===== config.mk =====
export PLATFORM = sky130hd
export DESIGN_NAME = operand_forward_stage
export DESIGN_NICKNAME = d
export VERILOG_FILES = /design/src/rtl/operand_forward_stage.sv
export SDC_FILE = /design/constraint.sdc
export NUM_CORES = 1
export LEC_CHECK = 0
export CAP_MARGIN = 0
export CELL_PAD_IN_SITES_DETAIL_PLACEMENT = 0
export CELL_PAD_IN_SITES_GLOBAL_PLACEMENT = 2
export CORE_UTILIZATION = 22
export DETAILED_ROUTE_END_ITERATION = 10
export GPL_ROUTABILITY_DRIVEN = 0
export PLACE_DENSITY = 0.83
export SLEW_MARGIN = 10
export SYNTH_ARGS = -nofsm -noshare
export SYNTH_HDL_FRONTEND = slang
export SYNTH_SLANG_ARGS = --single-unit

===== constraint.sdc =====
create_clock -name CLK -period 3.4 [get_ports CLK]
set_input_delay 0.34 -clock CLK [delete_from_list [all_inputs] [get_ports CLK]]
set_output_delay 0.34 -clock CLK [all_outputs]
set_load 0.01 [all_outputs]

===== src/rtl/operand_forward_stage.sv =====
// ID->EX operand stage: picks each source operand from RF / MEM / WB forwarding paths,
// inserts one bubble on load-use, and holds EX while a multi-cycle M-extension op is busy.
module operand_forward_stage #(
    parameter int DATA_WIDTH = 32,
    parameter int ADDR_WIDTH = 5,
    parameter int CNT_WIDTH  = 16
) (
    input  logic                  CLK,
    input  logic                  RESET,
    input  logic                  ENABLE_RS1_MEM_STAGE,
    input  logic                  ENABLE_RS2_MEM_STAGE,
    input  logic                  ENABLE_RS1_WB_STAGE,
    input  logic                  ENABLE_RS2_WB_STAGE,
    input  logic [ADDR_WIDTH-1:0] RS1_ID,
    input  logic [ADDR_WIDTH-1:0] RS2_ID,
    input  logic [DATA_WIDTH-1:0] RS1_DATA_ID,
    input  logic [DATA_WIDTH-1:0] RS2_DATA_ID,
    input  logic                  ID_VALID,
    input  logic [DATA_WIDTH-1:0] MEM_FWD_DATA,
    input  logic [DATA_WIDTH-1:0] WB_FWD_DATA,
    input  logic                  MEM_WRITE_EN,
    input  logic                  WB_WRITE_EN,
    input  logic                  ALU_IS_LOAD,
    input  logic                  EX_BUSY,
    input  logic                  FLUSH,
    output logic [DATA_WIDTH-1:0] OP1_EX,
    output logic [DATA_WIDTH-1:0] OP2_EX,
    output logic [1:0]            FWD_SRC1,
    output logic [1:0]            FWD_SRC2,
    output logic                  EX_VALID,
    output logic                  STALL_REQ,
    output logic [CNT_WIDTH-1:0]  STALL_COUNT,
    output logic                  STATE_DBG
);

    // Handshake: STALL_REQ is a same-cycle hold request to the front end; when high,
    // the ID instruction is not consumed at the coming edge and must be presented again.

    typedef enum logic {
        RUN     = 1'b0,
        LU_WAIT = 1'b1
    } state_t;

    localparam logic [1:0] SRC_RF  = 2'b00;
    localparam logic [1:0] SRC_MEM = 2'b01;
    localparam logic [1:0] SRC_WB  = 2'b10;

    state_t                state_q;
    state_t                state_next;
    logic [DATA_WIDTH-1:0] op1_sel;
    logic [DATA_WIDTH-1:0] op2_sel;
    logic [1:0]            src1_sel;
    logic [1:0]            src2_sel;
    logic                  load_use;
    logic                  bubble;

    // x0 is hardwired zero, so it is never forwarded; the newer MEM result beats WB.
    always_comb begin
        op1_sel  = RS1_DATA_ID;
        src1_sel = SRC_RF;
        if (RS1_ID != '0) begin
            if (ENABLE_RS1_MEM_STAGE && MEM_WRITE_EN) begin
                op1_sel  = MEM_FWD_DATA;
                src1_sel = SRC_MEM;
            end else if (ENABLE_RS1_WB_STAGE && WB_WRITE_EN) begin
                op1_sel  = WB_FWD_DATA;
                src1_sel = SRC_WB;
            end
        end
    end

    always_comb begin
        op2_sel  = RS2_DATA_ID;
        src2_sel = SRC_RF;
        if (RS2_ID != '0) begin
            if (ENABLE_RS2_MEM_STAGE && MEM_WRITE_EN) begin
                op2_sel  = MEM_FWD_DATA;
                src2_sel = SRC_MEM;
            end else if (ENABLE_RS2_WB_STAGE && WB_WRITE_EN) begin
                op2_sel  = WB_FWD_DATA;
                src2_sel = SRC_WB;
            end
        end
    end

    always_comb begin
        load_use   = ID_VALID && ALU_IS_LOAD &&
                     ((ENABLE_RS1_MEM_STAGE && (RS1_ID != '0)) ||
                      (ENABLE_RS2_MEM_STAGE && (RS2_ID != '0)));
        bubble     = (state_q == RUN) && load_use;
        STALL_REQ  = !RESET && !FLUSH && (EX_BUSY || bubble);
        state_next = state_q;
        if (FLUSH) begin
            state_next = RUN;
        end else if (EX_BUSY) begin
            state_next = state_q;
        end else if (bubble) begin
            state_next = LU_WAIT;
        end else begin
            state_next = RUN;
        end
    end

    always_ff @(posedge CLK) begin
        if (RESET) begin
            state_q <= RUN;
        end else begin
            state_q <= state_next;
        end
    end

    always_ff @(posedge CLK) begin
        if (RESET || FLUSH) begin
            OP1_EX   <= '0;
            OP2_EX   <= '0;
            FWD_SRC1 <= SRC_RF;
            FWD_SRC2 <= SRC_RF;
            EX_VALID <= 1'b0;
        end else if (EX_BUSY) begin
            OP1_EX   <= OP1_EX;
            OP2_EX   <= OP2_EX;
            FWD_SRC1 <= FWD_SRC1;
            FWD_SRC2 <= FWD_SRC2;
            EX_VALID <= EX_VALID;
        end else if (bubble) begin
            OP1_EX   <= '0;
            OP2_EX   <= '0;
            FWD_SRC1 <= SRC_RF;
            FWD_SRC2 <= SRC_RF;
            EX_VALID <= 1'b0;
        end else begin
            OP1_EX   <= op1_sel;
            OP2_EX   <= op2_sel;
            FWD_SRC1 <= src1_sel;
            FWD_SRC2 <= src2_sel;
            EX_VALID <= ID_VALID;
        end
    end

    // Saturating so long-running profiles never see the counter wrap back to small values.
    always_ff @(posedge CLK) begin
        if (RESET) begin
            STALL_COUNT <= '0;
        end else if (STALL_REQ && (STALL_COUNT != '1)) begin
            STALL_COUNT <= STALL_COUNT + 1'b1;
        end
    end

    assign STATE_DBG = (state_q == LU_WAIT);

endmodule


Word level (Yosys, flattened, before mapping)

Cells that the tools add are included.
Widths: inputs -> output; s select.

Add/subtract/negate cells: 1
Multiply operators: 0
Div/mod/pow operators: 0
Magnitude comparators: 0
Eq/ne operators: 1
Shift-type cells: 0
Mux-type cells: 18
Bitwise logic cells: 1
Reductions and logical operators: 20

Operators with widths:

| operator              | number |
|---|---|
| $mux 32               | 8 |
| $add 16x1->16 const B | 1 |
| $mux 2                | 8 |
| $ne 16x16->1 const B  | 1 |
| $logic_and 1x1->1     | 12 |
| $reduce_bool 5->1     | 2 |
| $logic_or 1x1->1      | 3 |
| $logic_not 1->1       | 2 |
| $mux 1                | 2 |
| $reduce_or 2->1       | 1 |
| $not 1->1             | 1 |

Register bits: 86
Bits in latches: 0
Memory bits (writable): 0
ROM bits: 0
Word-level logic and storage cells: 48
Memories: 0

Logic depth before layout (Yosys ltp)

Depth in word-level cells: 8
Depth in mapped cells: 8
Gate-level depth less buffers: 6

Least setup slack after synthesis

OpenSTA, ideal clock, no wires.

Path kind: in2reg
Start point: input port RS2_ID[0]
End point: register STALL_COUNT[12]
Setup time: 121 ps
Arrival time: 1700 ps
Required time: 3279 ps
Setup slack: 1579 ps
Stages on the path: 6
Cell sequence: nor4_4 a21oi_2 o31ai_4 inv_1 nand2_1 mux2_2

Word-level cells in the longest chain between the ends: 8

RTL lines:

| what                 | line | text |
|---|---|---|
| start, declared      | 15   | `input logic [ADDR_WIDTH-1:0] RS2_ID,` |
| $reduce_bool 5->1    | 89   | `(ENABLE_RS2_MEM_STAGE && (RS2_ID != '0)));` |
| $logic_and 1x1->1    | 89   |  |
| $logic_or 1x1->1     | 88   | `((ENABLE_RS1_MEM_STAGE && (RS1_ID != '0)) \|\|` |
| $logic_and 1x1->1    | 87   | `load_use = ID_VALID && ALU_IS_LOAD &&` |
| $logic_and 1x1->1    | 90   | `bubble = (state_q == RUN) && load_use;` |
| $logic_or 1x1->1     | 91   | `STALL_REQ = !RESET && !FLUSH && (EX_BUSY \|\| bubble);` |
| $logic_and 1x1->1    | 91   |  |
| via STALL_REQ        | 31   | `output logic STALL_REQ,` |
| $logic_and 1x1->1    | 144  | `end else if (STALL_REQ && (STALL_COUNT != '1)) begin` |
| end signal, assigned | 145  | `STALL_COUNT <= STALL_COUNT + 1'b1;` |
| end, declared        | 32   | `output logic [CNT_WIDTH-1:0] STALL_COUNT,` |

The timed path passes the listed nets, and every way through them passes these cells.
A chain may end at the register's enable or synchronous reset.

Worst setup path after layout

Start point: input port RS2_ID[0]
End point: output port STALL_REQ

Word-level cells in the longest chain between the ends: 7

RTL lines:

| what              | line |
|---|---|
| $reduce_bool 5->1 | 89 |
| $logic_and 1x1->1 | 89 |
| $logic_or 1x1->1  | 88 |
| $logic_and 1x1->1 | 87 |
| $logic_and 1x1->1 | 90 |
| $logic_or 1x1->1  | 91 |
| $logic_and 1x1->1 | 91 |
| end, declared     | 31 |

No other way between the ends.

==> qor.csv <==
metric,value,unit
p_total,2.72,mW
die_h,148,um
grt.overflow.total,0,
grt_use_total,18.7,%
p_per_area,360,mW/mm^2
grt_max_degree,71,
worstRegToRegCells,5,
fin_crit,2.54,ns
ir_drop,208,uV
via_count,5467,
placed_cells,1104,
hpwl,14.0,mm
cts_resized,0,
hold_buffers,0,
avgRoutedWirePerCell,18.0,um
finalClockSkew,0.00923,ns
portBuffers,236,
placementRows,52,
worstPathCellList,"clkdlybuf4s50_1, nor4_4, a21oi_2, o31ai_4, inv_1, clkdlybuf4s50_1",
numCtsBuffers,9,
io-pin-count,237,
hold_viol,0,
cp.depth,6,
final_nets,996,
finalSetupViolations,0,
synth_cells,643,
arrival,2.20,ns
min_from,MEM_WRITE_EN,
fin_cells,1120,
drtAntennaViolNets,0,
min_path_cells,3,
yosysTopAreaCell,dfxtp_1,
synth_area_per_cell,7.26,sq um
drtIter0Drc,168,
whs,0.378,ns
drcViolationCount,0,
r2r_slack,1.40,ns
area_growth,61.6,%
cpMaxStageDelayCell,clkdlybuf4s50_1,
grt_pass1_vias,5399,
drtPass1Iterations,4,
syn-num-nets,794,
clock_sink_count,86,
worstHoldPathType,in -> reg,
maxCapViolCount,0,
ys_top_cells_by_area,"dfxtp_1, nand3_1, nand2_1, o211ai_1, a21oi_1",
routed_wl,20.2,mm
worstSetupStartpointType,input pin,
rsz0062_at_grt,no,
leakage,2.57,nW
cts_tree,built,
antennaDiodeCount,0,
yosysTopAreaCellShare,36.9,%
yosys_warnings,0,
clock_latency,0.35,ns
antenna_found_initial,1,
layout_commonest_cell,clkdlybuf4s50_1,
grt_pass1_wl,31.4,mm
avgViaCountPerCell,4.88,
postLayoutCellArea,0.00754,sq mm
critPathKind,in -> out,
critPathBufInv,3,
drive_above_1_share,6.00,%
worst_hold_path.endpoint,FWD_SRC2[0],
cp.required,3.06,ns
synthesis.area,0.00467,sq mm
core-area,0.0205,sq mm
start_util,22.8,%
clock_path_buffers,2,
htree_levels,3,
maxSlewViolCount,0,
cp_top_family,buffers and inverters,
root_buffer,clkbuf_16,
period_share,74.7,%
slowest_delay,0.50,ns
ys_ff_latch,86,
fin_tns_setup,0,ns
synth_cell_type_count,42,
status,finished clean,
critical_path.most_common_cell,clkdlybuf4s50_1,
tightest_slew,0.790,ns
die_x,148,um
fmax,394,MHz
final_cell_mix,"clkdlybuf4s50_1, nand2_1, nand3_1",
critPathCaptureType,output port,
maxSlewHeadroom,47.3,%
placedInstanceArea,0.00724,sq mm
die_area,0.0218,sq mm
cp_max_fo,4,
num-fill-cells,2196,
post_cts_buffers,0,
path_clk_slew,0.07,ns
r2r-end,STALL_COUNT[15],
seq_area_frac_synth,36.9,%
r2r-start,STALL_COUNT[0],
-- through the flow --
step | worst slack (ns) | util (%)
floorplan | 1.58 | -
global placement | 0.839 | 35.3
detailed placement | 0.832 | 35.3
CTS | 0.830 | 36.8
global route | 0.766 | 36.8
finish | 0.860 | 36.8
-- sequential cells by signal, indices dropped and copies added, names as in the netlist --
signal       count
FWD_SRC1         2
STATE_DBG        1
EX_VALID         1
OP1_EX          32
OP2_EX          32
STALL_COUNT     16
FWD_SRC2         2
-- routing by layer --
layer,GRT usage [%],wire [um]
met1,25.5,9560
met3,4.57,1370
met2,29.6,9050
met5,0,13
met4,4.64,198
-- cells in the mapped netlist (all sizes together) --
cell / count
nand2: 139
nand3: 130
dfxtp: 86
a21oi: 77
o211ai: 65
clkbuf: 46
buf: 15
nor2: 10
nand4: 9
inv: 8
nor4: 7
o311ai: 5
o31ai: 5
o41ai: 4
or2: 4
a22oi: 3
mux2: 3
nor2b: 3
o21ai: 3
or3: 3
a32oi: 2
and2: 2
and4: 2
nand4b: 2
o221ai: 2
or4: 2
a211oi: 1
ha: 1
mux2i: 1
nand3b: 1
nor3: 1
o211a: 1
-- area by class of cell --
class,instances,area (sq um),share of cell area (%)
Clock buffer,10,239,3.17
Clock inverter,6,66.3,0.879
Inverter,8,30.0,0.398
Multi-Input combinational cell,488,2660,35.3
Sequential cell,86,1720,22.8
Tap cell,270,338,4.48
Timing Repair Buffer,252,2490,33.0
-- report_power, final --
part	switching (mW)	internal, mW
combinational	0.302	0.305
sequential	0.0193	1.04
clock	0.455	0.596
-- worst register-to-register path, delay by kind of cell (launching register included) --
kind	cells	cell delay, ns
simple gates	2	0.35
mux	1	0.32
flops	1	0.43
fa+ha+maj	1	0.22
compound gates	1	0.58
-- how the worst max path moves through the flow --
| stage | start | to | slack [ns] |
|---|---|---|---|
| 2_1_floorplan | RS2_ID[0] | STALL_COUNT[12] | 1.58 |
| 3_3_place_gp | RS2_ID[3] | STALL_REQ | 0.84 |
| 3_5_place_dp | RS2_ID[3] | STALL_REQ | 0.83 |
| 4_1_cts | RS2_ID[3] | STALL_REQ | 0.83 |
| 5_1_grt | RS1_ID[0] | STALL_REQ | 0.77 |
| 6_report | RS2_ID[0] | STALL_REQ | 0.86 |
-- logic make-up (layout without fill, tap and decap cells) --
kind of cell	Yosys count	after routing	synth area share, %
fa+ha+maj	1	1	0.268
flops	86	86	36.9
mux	4	4	0.938
compound gates	168	168	23.7
buf+inv	69	276	6.19
simple gates	315	315	32.0
Power figures use the tool's default switching activity.
==> RTL edit 1: new RTL, same settings <==
`CNT_WIDTH`: 16 -> 14.
--- a/src/rtl/operand_forward_stage.sv
+++ b/src/rtl/operand_forward_stage.sv
@@ -4,5 +4,5 @@
     parameter int DATA_WIDTH = 32,
     parameter int ADDR_WIDTH = 5,
-    parameter int CNT_WIDTH  = 16
+    parameter int CNT_WIDTH  = 14
 ) (
     input  logic                  CLK,
Interface: changed (resized STALL_COUNT); port bits go from 237 to 235. No check against the original RTL was run, so the function may have changed too.
==> RTL edit 1 against the original RTL <==
  * Setup slack improved by 0.055 ns
  * Clock skew rose by 0.0013 ns
  * Design area fell by 2.5%
  * Area after synthesis fell by 2.3%
  * Sequential cell count fell by 2
  * Die area fell by 2.3%
  * Global-route usage fell by 0.084 points
  * Largest power group unchanged
  * Largest cell class unchanged
  * Wire length fell by 2.0%
  * Power fell by 1.8%
==> RTL edit 1: results (changes against the original RTL) <==
<table>
<tr><th>Metric</th><th>Value</th></tr>
<tr><th colspan="2">Power</th></tr>
<tr><td>VDD IR max</td><td>0.000204 V (-1.8%)</td></tr>
<tr><td>P_leak</td><td>2.47 nW (-3.9%)</td></tr>
<tr><th colspan="2">Synthesis</th></tr>
<tr><td>Top cells by area in the synthesized netlist</td><td>sky130_fd_sc_hd__dfxtp_1, sky130_fd_sc_hd__nand3_1, sky130_fd_sc_hd__nand2_1</td></tr>
<tr><td>Register area share after synthesis</td><td>36.9% (about the same)</td></tr>
<tr><td>Synthesized net count</td><td>786 (-1.0%)</td></tr>
<tr><td>Distinct cell type count after synthesis</td><td>39 (-7.1%)</td></tr>
<tr><td>Ranking of synthesized cells by instance count</td><td>sky130_fd_sc_hd__nand2_1, sky130_fd_sc_hd__nand3_1, sky130_fd_sc_hd__dfxtp_1</td></tr>
<tr><th colspan="2">Setup path</th></tr>
<tr><td>Max incr delay on CP</td><td>0.54 ns (+0.04 ns)</td></tr>
<tr><td>Peak fanout along the critical path</td><td>3 (-1)</td></tr>
<tr><td>Data arrival time of the worst path</td><td>2.15 ns (-0.05 ns)</td></tr>
<tr><th colspan="2">Place</th></tr>
<tr><td>Port Buffer Count</td><td>234 (-0.85%)</td></tr>
<tr><td>Dpl hpwl</td><td>13200 µm (-5.5%)</td></tr>
<tr><td>Worst slack, placed</td><td>0.645 ns (-0.187 ns)</td></tr>
<tr><th colspan="2">Global routing</th></tr>
<tr><td>Total routing usage reported by global routing</td><td>18.6% (-0.084 points)</td></tr>
<tr><td>Maximum number of pins on one net before global-route repair</td><td>72 (+1.4%)</td></tr>
<tr><td>Antenna violations before repair</td><td>2 (+1)</td></tr>
<tr><td>First-pass GRT wire length</td><td>30900 µm (-1.6%)</td></tr>
<tr><td>Via count of the first global-routing pass</td><td>5273 (-2.3%)</td></tr>
<tr><th colspan="2">Final layout</th></tr>
<tr><td>Top Registers</td><td>OP1_EX x32, OP2_EX x32, STALL_COUNT x14</td></tr>
<tr><td>Share of layout cells above drive strength 1</td><td>5.14% (-0.86 points)</td></tr>
<tr><td>Final nets</td><td>982 (-1.4%)</td></tr>
<tr><th colspan="2">Route</th></tr>
<tr><td>Via total after detailed routing</td><td>5336 (-2.4%)</td></tr>
<tr><td>Detailed-route wire length per cell</td><td>17.9 µm (-0.81%)</td></tr>
<tr><td>First DRT Iteration DRCs</td><td>222 (+32%)</td></tr>
<tr><th colspan="2">STA</th></tr>
<tr><td>Tightest Pin Transition</td><td>0.857 ns (+0.0663 ns)</td></tr>
<tr><td>Clock skew</td><td>0.0106 ns (+0.00133 ns)</td></tr>
<tr><th colspan="2">Outcome</th></tr>
<tr><td>Status</td><td>finished clean</td></tr>
<tr><th colspan="2">Min path</th></tr>
<tr><td>Path type of the worst min-delay path</td><td>register to register</td></tr>
</table>
-- RTL edit 1: cell count changes after synthesis, sizes merged, moves of 3 or more --
cell / change
a21oi: +6
mux2: -3
nand4: -4
nor3: +4
nor4: -3
o211ai: -3
o311ai: -5
o31ai: +4
o41ai: -4
or4: +5
-- RTL edit 1: final timing paths --
path / to / slack [ns] / cells after the start
min: FWD_SRC1[0] / 0.46 / 2
min reg2reg: FWD_SRC1[0] / 0.46 / 2
max: STALL_REQ / 0.91 / 6
max reg2reg: STALL_COUNT[4] / 1.45 / 6
-- RTL edit 1: area by class of cell --
| type | instances | area (µm²) |
|---|---|---|
| Fill cell | 2185 | 12900 |
| Multi-Input combinational cell | 480 | 2590 |
| Timing Repair Buffer | 246 | 2410 |
| Sequential cell | 84 | 1680 |
| Tap cell | 270 | 338 |
| Clock buffer | 10 | 229 |
| Clock inverter | 6 | 72.6 |
| Inverter | 10 | 37.5 |
| Antenna cell | 1 | 2.50 |
-- RTL edit 1: critical path, delay by kind of cell --
family,cells,cell delay (ns)
AND/OR/NAND/NOR,3,0.69
AO/OA/AOI/OAI,1,0.13
buffers and inverters,2,0.98
-- RTL edit 1: cell families (layout without fill, tap and decap cells) --
logic type,count (synthesis),in the layout,synth area share (%)
AO/OA/AOI/OAI,169,169,24.0
adder cells (fa/ha/maj),1,1,0.274
buffers and inverters,71,272,6.61
other,0,1,0
AND/OR/NAND/NOR,310,310,32.2
flip-flops,84,84,36.9
-- RTL edit 1: through the flow --
step	hold WS [ns]	total power [mW]	cell area [µm²]	utilization, %	instances
2_1_floorplan	0.409	1.32	4560	-	635
3_3_place_gp	0.451	1.66	7060	34.8	1090
3_5_place_dp	0.455	1.66	7060	34.8	1090
4_1_cts	0.466	2.71	7360	36.2	1106
5_1_grt	0.482	2.81	7360	36.2	1106
6_report	0.464	2.67	7360	36.3	1107
-- RTL edit 1: where the power goes --
group / switching [mW] / internal [mW] / leakage (nW)
Clock: 0.455 / 0.577 / 0.143
Sequential: 0.0187 / 1.02 / 0.682
Combinational: 0.302 / 0.298 / 1.64
Total: 0.776 / 1.89 / 2.47
-- RTL edit 1: metal layers --
layer / vias to the layer above / GRT usage [%] / part of all wire [%]
li1: 2693 / - / -
met1: 2461 / 25.5 / 47
met2: 162 / 29.4 / 45
met3: 18 / 4.48 / 6.4
met4: 2 / 4.37 / 1.0
met5: - / 0 / 0.066
==> RTL edit 2: new RTL, same settings <==
Without the edit above. Put a register stage on the output `STATE_DBG`, without a reset. The value now appears one clock later. The other outputs are not delayed to match.
--- a/src/rtl/operand_forward_stage.sv
+++ b/src/rtl/operand_forward_stage.sv
@@ -147,5 +147,7 @@
     end
 
-    assign STATE_DBG = (state_q == LU_WAIT);
+    always_ff @(posedge CLK) begin
+        STATE_DBG <= (state_q == LU_WAIT);
+    end
 
 endmodule
Behaviour: not the same (Yosys sat finds a counterexample within 4 cycles, from zero or initial values and one cycle with RESET high).
==> RTL edit 2 against the original RTL <==
  * Die area rose by 0.42%
  * Sequential cell count increased by 1
  * Design area rose by 0.50%
  * Wire length up 0.79%
  * Clock skew decreased by 0.00052 ns
  * Power is 0.55% higher
  * Setup slack got worse by 0.13 ns
  * Largest cell class unchanged
  * Critical endpoint unchanged
  * Synthesized cell count up 0.16%
  * Highest routed layer is now met4
  * Final cell count grew 0.54%
  * Area after synthesis up 0.43%
==> RTL edit 2: results (changes against the original RTL) <==
<table>
<tr><th>Metric</th><th>Value</th></tr>
<tr><th colspan="2">Outcome</th></tr>
<tr><td>Status</td><td>finished clean</td></tr>
<tr><th colspan="2">Synthesis</th></tr>
<tr><td>Compound-cell area share of the yosys netlist</td><td>23.6% (-0.10 points)</td></tr>
<tr><td>Post-synthesis adder-cell area fraction</td><td>0.267% (-0.0011 points)</td></tr>
<tr><td>Top cells by area in the synthesized netlist</td><td>sky130_fd_sc_hd__dfxtp_1, sky130_fd_sc_hd__nand3_1, sky130_fd_sc_hd__nand2_1</td></tr>
<tr><td>Ranking of synthesized cells by instance count</td><td>sky130_fd_sc_hd__nand2_1, sky130_fd_sc_hd__nand3_1, sky130_fd_sc_hd__dfxtp_1</td></tr>
<tr><td>Synthesized net count</td><td>795 (+0.13%)</td></tr>
<tr><td>Register area share after synthesis</td><td>37.1% (+0.27 points)</td></tr>
<tr><td>Multiplexer fraction of the synthesized cell area</td><td>0.934% (-0.0040 points)</td></tr>
<tr><th colspan="2">Route</th></tr>
<tr><td>Top metal layer carrying routed signals</td><td>met4</td></tr>
<tr><td>First DRT Iteration DRCs</td><td>326 (+94%)</td></tr>
<tr><td>Pre-Repair DR Iteration Count</td><td>5 (+1)</td></tr>
<tr><td>Met1 routed wirelength after detailed routing</td><td>9550 µm (about the same)</td></tr>
<tr><td>Amount of wire on met3 after detailed routing</td><td>1460 µm (+7.0%)</td></tr>
<tr><td>Detail-routed via count per cell</td><td>4.88 (about the same)</td></tr>
<tr><td>Met2 wire length</td><td>9010 µm (-0.43%)</td></tr>
<tr><th colspan="2">Global routing</th></tr>
<tr><td>Antenna violations before repair</td><td>2 (+1)</td></tr>
<tr><td>GR Util met2</td><td>27.9% (-1.6 points)</td></tr>
<tr><td>Met1 demand-to-capacity share in global routing</td><td>25.7% (+0.22 points)</td></tr>
<tr><td>Total routing usage reported by global routing</td><td>18.4% (-0.29 points)</td></tr>
<tr><th colspan="2">Min path</th></tr>
<tr><td>Hold Crit Start</td><td>ENABLE_RS2_MEM_STAGE</td></tr>
<tr><th colspan="2">Place</th></tr>
<tr><td>Dpl hpwl</td><td>14000 µm (-0.26%)</td></tr>
<tr><th colspan="2">Power</th></tr>
<tr><td>VDD IR max</td><td>0.000210 V (+1.1%)</td></tr>
<tr><td>Switching power as a share of total power</td><td>28.6% (about the same)</td></tr>
<tr><td>Post-layout power</td><td>2.73 mW (+0.55%)</td></tr>
<tr><th colspan="2">Final layout</th></tr>
<tr><td>Number of fill cells</td><td>2246 (+2.3%)</td></tr>
<tr><th colspan="2">STA</th></tr>
<tr><td>Headroom to the max-slew limit</td><td>31.5% (-16 points)</td></tr>
<tr><th colspan="2">Floorplanning</th></tr>
<tr><td>Die footprint</td><td>21900 µm² (+0.42%)</td></tr>
<tr><th colspan="2">Setup path</th></tr>
<tr><td>Data arrival time of the worst path</td><td>2.33 ns (+0.13 ns)</td></tr>
</table>
## RTL edit 2: cell count changes in the layout (fill, tap and decap cells not counted), sizes merged
cell	delta
buf	-1
clkinvlp	+3
dfxtp	+1
diode	+1
inv	-3
## RTL edit 2: metrics by stage
| stage | hold WS (ns) | std cells | utilization [%] |
|---|---|---|---|
| 6_report | 0.326 | 1126 | 36.2 |
| 4_1_cts | 0.310 | 1125 | 36.2 |
| 5_1_grt | 0.342 | 1126 | 36.2 |
| 3_3_place_gp | 0.384 | 1109 | 34.7 |
| 2_1_floorplan | 0.353 | 644 | - |
| 3_5_place_dp | 0.375 | 1109 | 34.7 |
## RTL edit 2: final cells by class
type	count	area share, %
Sequential cell	87	23.0
Antenna cell	1	0.0330
Inverter	8	0.396
Tap cell	275	4.54
Clock inverter	6	0.924
Multi-Input combinational cell	488	35.1
Clock buffer	10	3.15
Timing Repair Buffer	251	32.9
